File: src/rtl/ula_operand_sequencer.sv
// ula_operand_sequencer: loads ULA operands A, B, F on successive button presses and captures the ULA result and overflow flag
module ula_operand_sequencer #(
  parameter int BITS  = 8,
  parameter int VETOR = 2,
  parameter int CNT_W = 4
) (
  input  logic             clk,
  input  logic             reset,
  input  logic [BITS-1:0]  sw_data,
  input  logic [VETOR-1:0] sw_func,
  input  logic             btn_next,
  input  logic [BITS-1:0]  alu_result,
  input  logic             alu_flag,
  output logic [BITS-1:0]  op_a,
  output logic [BITS-1:0]  op_b,
  output logic [VETOR-1:0] op_f,
  output logic [2:0]       state_o,
  output logic [BITS-1:0]  result_q,
  output logic             flag_q,
  output logic             result_valid,
  output logic [CNT_W-1:0] ovf_count
);
  typedef enum logic [2:0] {
    WAIT_A = 3'd0,
    WAIT_B = 3'd1,
    WAIT_F = 3'd2,
    EXEC   = 3'd3,
    SHOW   = 3'd4
  } state_t;
  state_t           state_q, state_d;
  logic             btn_q, press;
  logic [BITS-1:0]  op_a_q, op_a_d, op_b_q, op_b_d, result_d;
  logic [VETOR-1:0] op_f_q, op_f_d;
  logic             flag_d, valid_q, valid_d;
  logic [CNT_W-1:0] ovf_q, ovf_d;
  assign press        = btn_next & ~btn_q;
  assign op_a         = op_a_q;
  assign op_b         = op_b_q;
  assign op_f         = op_f_q;
  assign state_o      = state_q;
  assign result_valid = valid_q;
  assign ovf_count    = ovf_q;
  always_comb begin
    state_d  = state_q;
    op_a_d   = op_a_q;
    op_b_d   = op_b_q;
    op_f_d   = op_f_q;
    result_d = result_q;
    flag_d   = flag_q;
    valid_d  = valid_q;
    ovf_d    = ovf_q;
    case (state_q)
      WAIT_A: begin
        op_a_d  = press ? sw_data : op_a_q;
        state_d = press ? WAIT_B : WAIT_A;
      end
      WAIT_B: begin
        op_b_d  = press ? sw_data : op_b_q;
        state_d = press ? WAIT_F : WAIT_B;
      end
      WAIT_F: begin
        op_f_d  = press ? sw_func : op_f_q;
        state_d = press ? EXEC : WAIT_F;
      end
      EXEC: begin
        result_d = alu_result;
        flag_d   = alu_flag;
        valid_d  = 1'b1;
        ovf_d    = (alu_flag && ovf_q != '1) ? ovf_q + CNT_W'(1) : ovf_q;
        state_d  = SHOW;
      end
      SHOW: begin
        valid_d = press ? 1'b0 : valid_q;
        state_d = press ? WAIT_A : SHOW;
      end
      default: state_d = WAIT_A;
    endcase
  end
  always_ff @(posedge clk) begin
    if (reset) begin
      state_q  <= WAIT_A;
      btn_q    <= 1'b1;
      op_a_q   <= '0;
      op_b_q   <= '0;
      op_f_q   <= '0;
      result_q <= '0;
      flag_q   <= 1'b0;
      valid_q  <= 1'b0;
      ovf_q    <= '0;
    end else begin
      state_q  <= state_d;
      btn_q    <= btn_next;
      op_a_q   <= op_a_d;
      op_b_q   <= op_b_d;
      op_f_q   <= op_f_d;
      result_q <= result_d;
      flag_q   <= flag_d;
      valid_q  <= valid_d;
      ovf_q    <= ovf_d;
    end
  end
endmodule

File: config.mk
export PLATFORM = sky130hd
export DESIGN_NAME = ula_operand_sequencer
export DESIGN_NICKNAME = d
export VERILOG_FILES = /design/src/rtl/ula_operand_sequencer.sv
export SDC_FILE = /design/constraint.sdc
export NUM_CORES = 1
export LEC_CHECK = 0
export ABC_AREA = 1
export CAP_MARGIN = 20
export CORE_AREA = 4 4 74 76
export CTS_CLUSTER_SIZE = 40
export DETAILED_ROUTE_END_ITERATION = 8
export DIE_AREA = 0 0 78 80
export PLACE_DENSITY_LB_ADDON = 0.15
export SETUP_SLACK_MARGIN = 0.05
export SYNTH_ARGS = -nofsm -noshare
export SYNTH_HDL_FRONTEND = slang
export SYNTH_SLANG_ARGS = --single-unit
export TNS_END_PERCENT = 5
File: constraint.sdc
create_clock -name clk -period 1.5 [get_ports clk]
set_clock_uncertainty 0.15 [all_clocks]
set_input_delay 0.3 -clock clk [delete_from_list [all_inputs] [get_ports clk]]
set_output_delay 0.3 -clock clk [all_outputs]
set_load 0.05 [all_outputs]
Yosys cells after proc, flatten, opt, wreduce, memory -nomap -nowiden:

Cells that the tools add are included.
Widths: inputs -> output; s select.

* bits in registers: 36
* bits in latches: 0
* memory bits (writable): 0
* bits in read-only memories: 0
* input bits: 22
* output and inout port bits: 35
* memories kept: 0

* add/subtract/negate cells: 1
* $mul: 0
* div/mod/pow operators: 0
* magnitude comparators: 0
* equal/unequal tests: 6
* shifts and indexed selects: 0
* mux-type cells: 7
* bitwise gates (word level): 2
* reductions and logical operators: 8

Operators with widths (number)
* $pmux 3 s5: 1
* $reduce_and 2->1: 5
* $eq 3x2->1 const B: 2
* $add 4x1->4 const B: 1
* $ne 4x4->1 const B: 1
* $eq 3x1->1 const B: 1
* $eq 3x3->1 const B: 1
* $logic_not 3->1: 1
* $mux 1: 3
* $mux 3: 1
* $mux 2: 1
* $ne 2x2->1 const B: 1
* $pmux 1 s2: 1
* $reduce_bool 2->1: 1
* $and 1x1->1: 1
* $logic_and 1x1->1: 1
* $not 1->1: 1

Longest topological paths before layout:

Gate-level depths: netlist of run 1.

* word-level depth: 4
* depth in mapped cells: 8

Worst setup path after synthesis of run 1:

OpenSTA, ideal clock, no wires.

* path kind: reg-to-reg
* from: register ovf_q[0] (netlist: ovf_count[0])
* to: register ovf_q[3] (netlist: ovf_count[3])
* arrival: 1.375 ns
* required time: 1.280 ns
* setup slack: -0.095 ns
* cell stages (with the launch flop): 6
* cells stage by stage: dfxtp_1 -> ha_1 -> nand3_1 -> nand3_1 -> nand2_1 -> a21oi_1

* longest elaborated chain between the ends: 3
* elaborated cells between the ends (all ways): 4
* those cells by class: add/sub: 1; eq/ne: 1; reduce/logical: 2

Ends and longest elaborated chain
* start, declared: line 35 `logic [CNT_W-1:0] ovf_q, ovf_d;`
* start signal, assigned: line 99 `ovf_q <= ovf_d;`
* parallel branches: the longest is 3 deep, another holds $add 4x1->4

Several ways; the timed one is not identified.
A chain may end at the register's enable or synchronous reset.

Worst setup path in the final report of run 1:

* from: input btn_next
* to: register op_a_q[2] (netlist: op_a[2])

* longest elaborated chain between the ends: 2

Ends and longest elaborated chain
* start, declared: line 11 `input logic btn_next,`
* $and 1x1->1: line 36 `assign press = btn_next & ~btn_q;`
* $reduce_and 2->1 (no source line)
* end signal, assigned: line 93 `op_a_q <= op_a_d;`
* end, declared: line 32 `logic [BITS-1:0] op_a_q, op_a_d, op_b_q, op_b_d, result_d;`

Every way passes these cells.

==> results.md, run 1 <==
- H-tree lvl count: 2
- ANT cells: 0
- Global route overflow: 0
- Reg area: 727 um^2
- Drt wl/cell: 11.5 um
- Clock buffer depth: 2
- Cell area after layout: 0.00249 mm^2
- Final Setup Violations: 0
- Fillers: 438
- Setup crit end kind: flop
- CTS Buf Count: 5
- Main synth FF type: dfxtp_1
- Clk Latency, worst-skew pair: 280 ps
- P&R area growth vs syn: 82.3%
- Synth Instances: 179
- Largest net degree at the start of global routing: 22
- Post-cts gate resize count: 0
- Setup ws final: 65.5 ps
- Post-DP HPWL: 2760 um
- Netlist cell types: 18
- Status: complete, no violations
- Reg clk slew, reported paths: 70 ps
- Area of the mapped netlist: 0.00137 mm^2
- Layout Nets: 267
- Post-Route Utilization: 52.7%
- Worst r2r dst: op_a[2]
- Width of the chip: 78 um
- Die ar.: 0.00624 mm^2
- Slew Viols, Final: 0
- Seq/Total Area, Yosys: 52.7%
- MaxCap Viol Count: 0
- Worst EP required: 1520 ps
- CP Launch Type: input pin
- Final Cycle Share: 95.6%
- Worst-path fanout max: 10
- Mean post-synth cell area: 7.63 um^2
- Via count: 1358
- Hold Path Class: flop to flop
- First-pass iteration count of the detailed router: 4
- Share of cells above drive strength 1: 25.3%
- Synth top area share: 52.7%
- Overall Global Routing Usage: 11.9%
- Row count: 25
- Worst reg2reg setup slack: 140 ps
- Multi-input logic area: 577 um^2
- Leakage: 0.979 nW
- First-pass GRT wire length: 5800 um
- 1st-iter DRT viols: 40
- CTS tree: done
- Place WS: -231 ps
- Slew HR: 81.6%
- CTS Hold Bufs: 0
- Power Dens Cells: 787 mW/mm^2
- CP Buf/Inv Count: 2
- Worst EP arrival: 1460 ps
- Ranking of synthesized cells by area: dfxtp_1 53%, nor2_1 15%, o21ai_0 10%
- Post-synth EDFFs: 0
- DRC Markers: 0
- Yosys reg bits: 36
- Layout Cells excl Fill: 312
- Sink Count: 36
- Tightest Pin Transition: 276 ps
- Io pins: 57
- Initial Util: 28.9%
- RR Startpoint: state_o[1]
- Slowest CP cell: clkdlybuf4s50_1
- Largest stage delay on the critical path: 450 ps
- Kind of critical path: input pin to flop
- Async set-reset flop share out of synthesis: 0%
- Post-CTS Setup Bufs: 0
- WHS Endpoint: flag_q
- Worst-path cell chain: clkdlybuf4s50_1 -> inv_1 -> nor2_4 -> nand3_2 -> o21ai_0 -> nor2_1
- Core area: 0.00472 mm^2
- Placed instance count: 304
- Worst hold stages: 2
- Total Neg Setup Slack: 0 ps
- CTS root buffer: clkbuf_8
- Peak VDD IR: 0.392 mV
- RSZ-0062 raised after global routing: yes
- Ys Warns: 0
- Area after DPL: 0.00240 mm^2
- Final min period: 1430 ps
- Hold path start: flag_q
- Buffers on Ports: 56
- Post-route ant nets: 0
- Hold Vio Cnt, Final: 0
- Worst Reg-to-Reg Cells: 4
- Delay-heaviest family, CP: buffers and inverters
- Hold WS: 351 ps
- Final Power: 1.96 mW
- Largest area contributor in the netlist: dfxtp_1
- Vias/cell: 4.35
- RD Place Congestion: 0.722
- DIE HEIGHT: 80 um
- Synth Net Count: 202
- Fmax: 697 MHz
- Routed WL: 3600 um
- Vias in the first global route: 1272
- Number of antenna violations at the first check in global routing: 0
-- cell usage after synthesis (3+ instances only) --
| library cell | n |
|---|---|
| nor2_1 | 55 |
| dfxtp_1 | 36 |
| o21ai_0 | 28 |
| nand2_1 | 16 |
| inv_1 | 8 |
| nand3_1 | 8 |
| nor3_1 | 8 |
| a21oi_1 | 4 |
| clkbuf_1 | 3 |
-- layout make-up --
| cell class | instances | area share [%] |
|---|---|---|
| clock buffer | 8 | 3.62 |
| sequential | 36 | 29.2 |
| tap | 67 | 3.37 |
| multi-input combinational | 126 | 23.2 |
| inverter | 11 | 1.71 |
| timing repair buffer | 64 | 39.0 |
-- registers in the layout, summed over array words and instances (netlist names) --
register and count:
ovf_count 4, btn_q 1, op_f 2, flag_q 1, result_q 8, result_valid 1, op_b 8, op_a 8
state_o 3
-- report_power, final --
part	leakage, nW	internal (mW)	switching, mW
Sequential	0.294	0.974	0.0201
Combinational	0.640	0.137	0.129
Clock	0.0455	0.375	0.327
Total	0.979	1.49	0.475
-- layer usage --
metal,GRT usage [%],up-vias,part of all wire (%),routed length (um)
met5,0,-,0,0
met4,4.20,0,1.4,49
met3,4.63,5,6.5,234
met2,19.3,36,47,1700
met1,14.2,606,45,1620
li1,-,711,-,-
-- cell usage in the layout (no fill, tap or decap) --
| cell | instances |
|---|---|
| inv_2 | 2 |
| a31oi_1 | 1 |
| nand3_1 | 8 |
| buf_12 | 35 |
| clkbuf_8 | 6 |
| clkdlybuf4s50_1 | 21 |
| dfxtp_2 | 5 |
| nor2_1 | 54 |
| nor3_1 | 8 |
| inv_1 | 8 |
| nand2_1 | 16 |
| nor2_4 | 2 |
| clkinv_2 | 1 |
| ha_1 | 1 |
| buf_4 | 8 |
| clkbuf_1 | 2 |
| nand4_1 | 1 |
| nor2_2 | 1 |
| a21oi_1 | 4 |
| dfxtp_1 | 31 |
| o21ai_0 | 28 |
| nand3_2 | 2 |
-- kinds of logic (layout without fill, tap and decap cells) --
kind of cell,after synthesis,count (layout),synth area share (%)
buffers and inverters,17,83,5.22
and+or+nand+nor,92,92,28.9
AOI/OAI and AO/OA,33,33,12.2
DFF,36,36,52.7
adders and majority gates,1,1,0.916
-- how the worst max path moves through the flow --
| stage | cells past startpoint | start | slack, ps | endpoint |
|---|---|---|---|---|
| 2_1_floorplan | 7 | ovf_count[0] | 100 | ovf_count[0] |
| 3_3_place_gp | 6 | btn_next | -180 | op_a[7] |
| 3_5_place_dp | 7 | btn_next | -230 | op_b[3] |
| 4_1_cts | 7 | btn_next | 60 | op_b[3] |
| 5_1_grt | 7 | btn_next | -9 | op_a[7] |
| 6_report | 6 | btn_next | 70 | op_a[2] |
-- worst reg2reg max path, stage by stage, from the launching register on --
cell	delay [ps]
dfxtp_2	360
nor2_1	200
nand3_2	230
o21ai_0	250
nor2_1	60
Note: power is estimated with default switching activity, not from simulation.
==> run 2: changes to the inputs <==
--- a/config.mk
+++ b/config.mk
@@ -13,6 +13,7 @@
 export DIE_AREA = 0 0 78 80
 export PLACE_DENSITY_LB_ADDON = 0.15
 export SETUP_SLACK_MARGIN = 0.05
+export SLEW_MARGIN = 20
 export SYNTH_ARGS = -nofsm -noshare
 export SYNTH_HDL_FRONTEND = slang
 export SYNTH_SLANG_ARGS = --single-unit
==> results of run 2 <==
Final layout, timing and power as in run 1 (identical DEF).
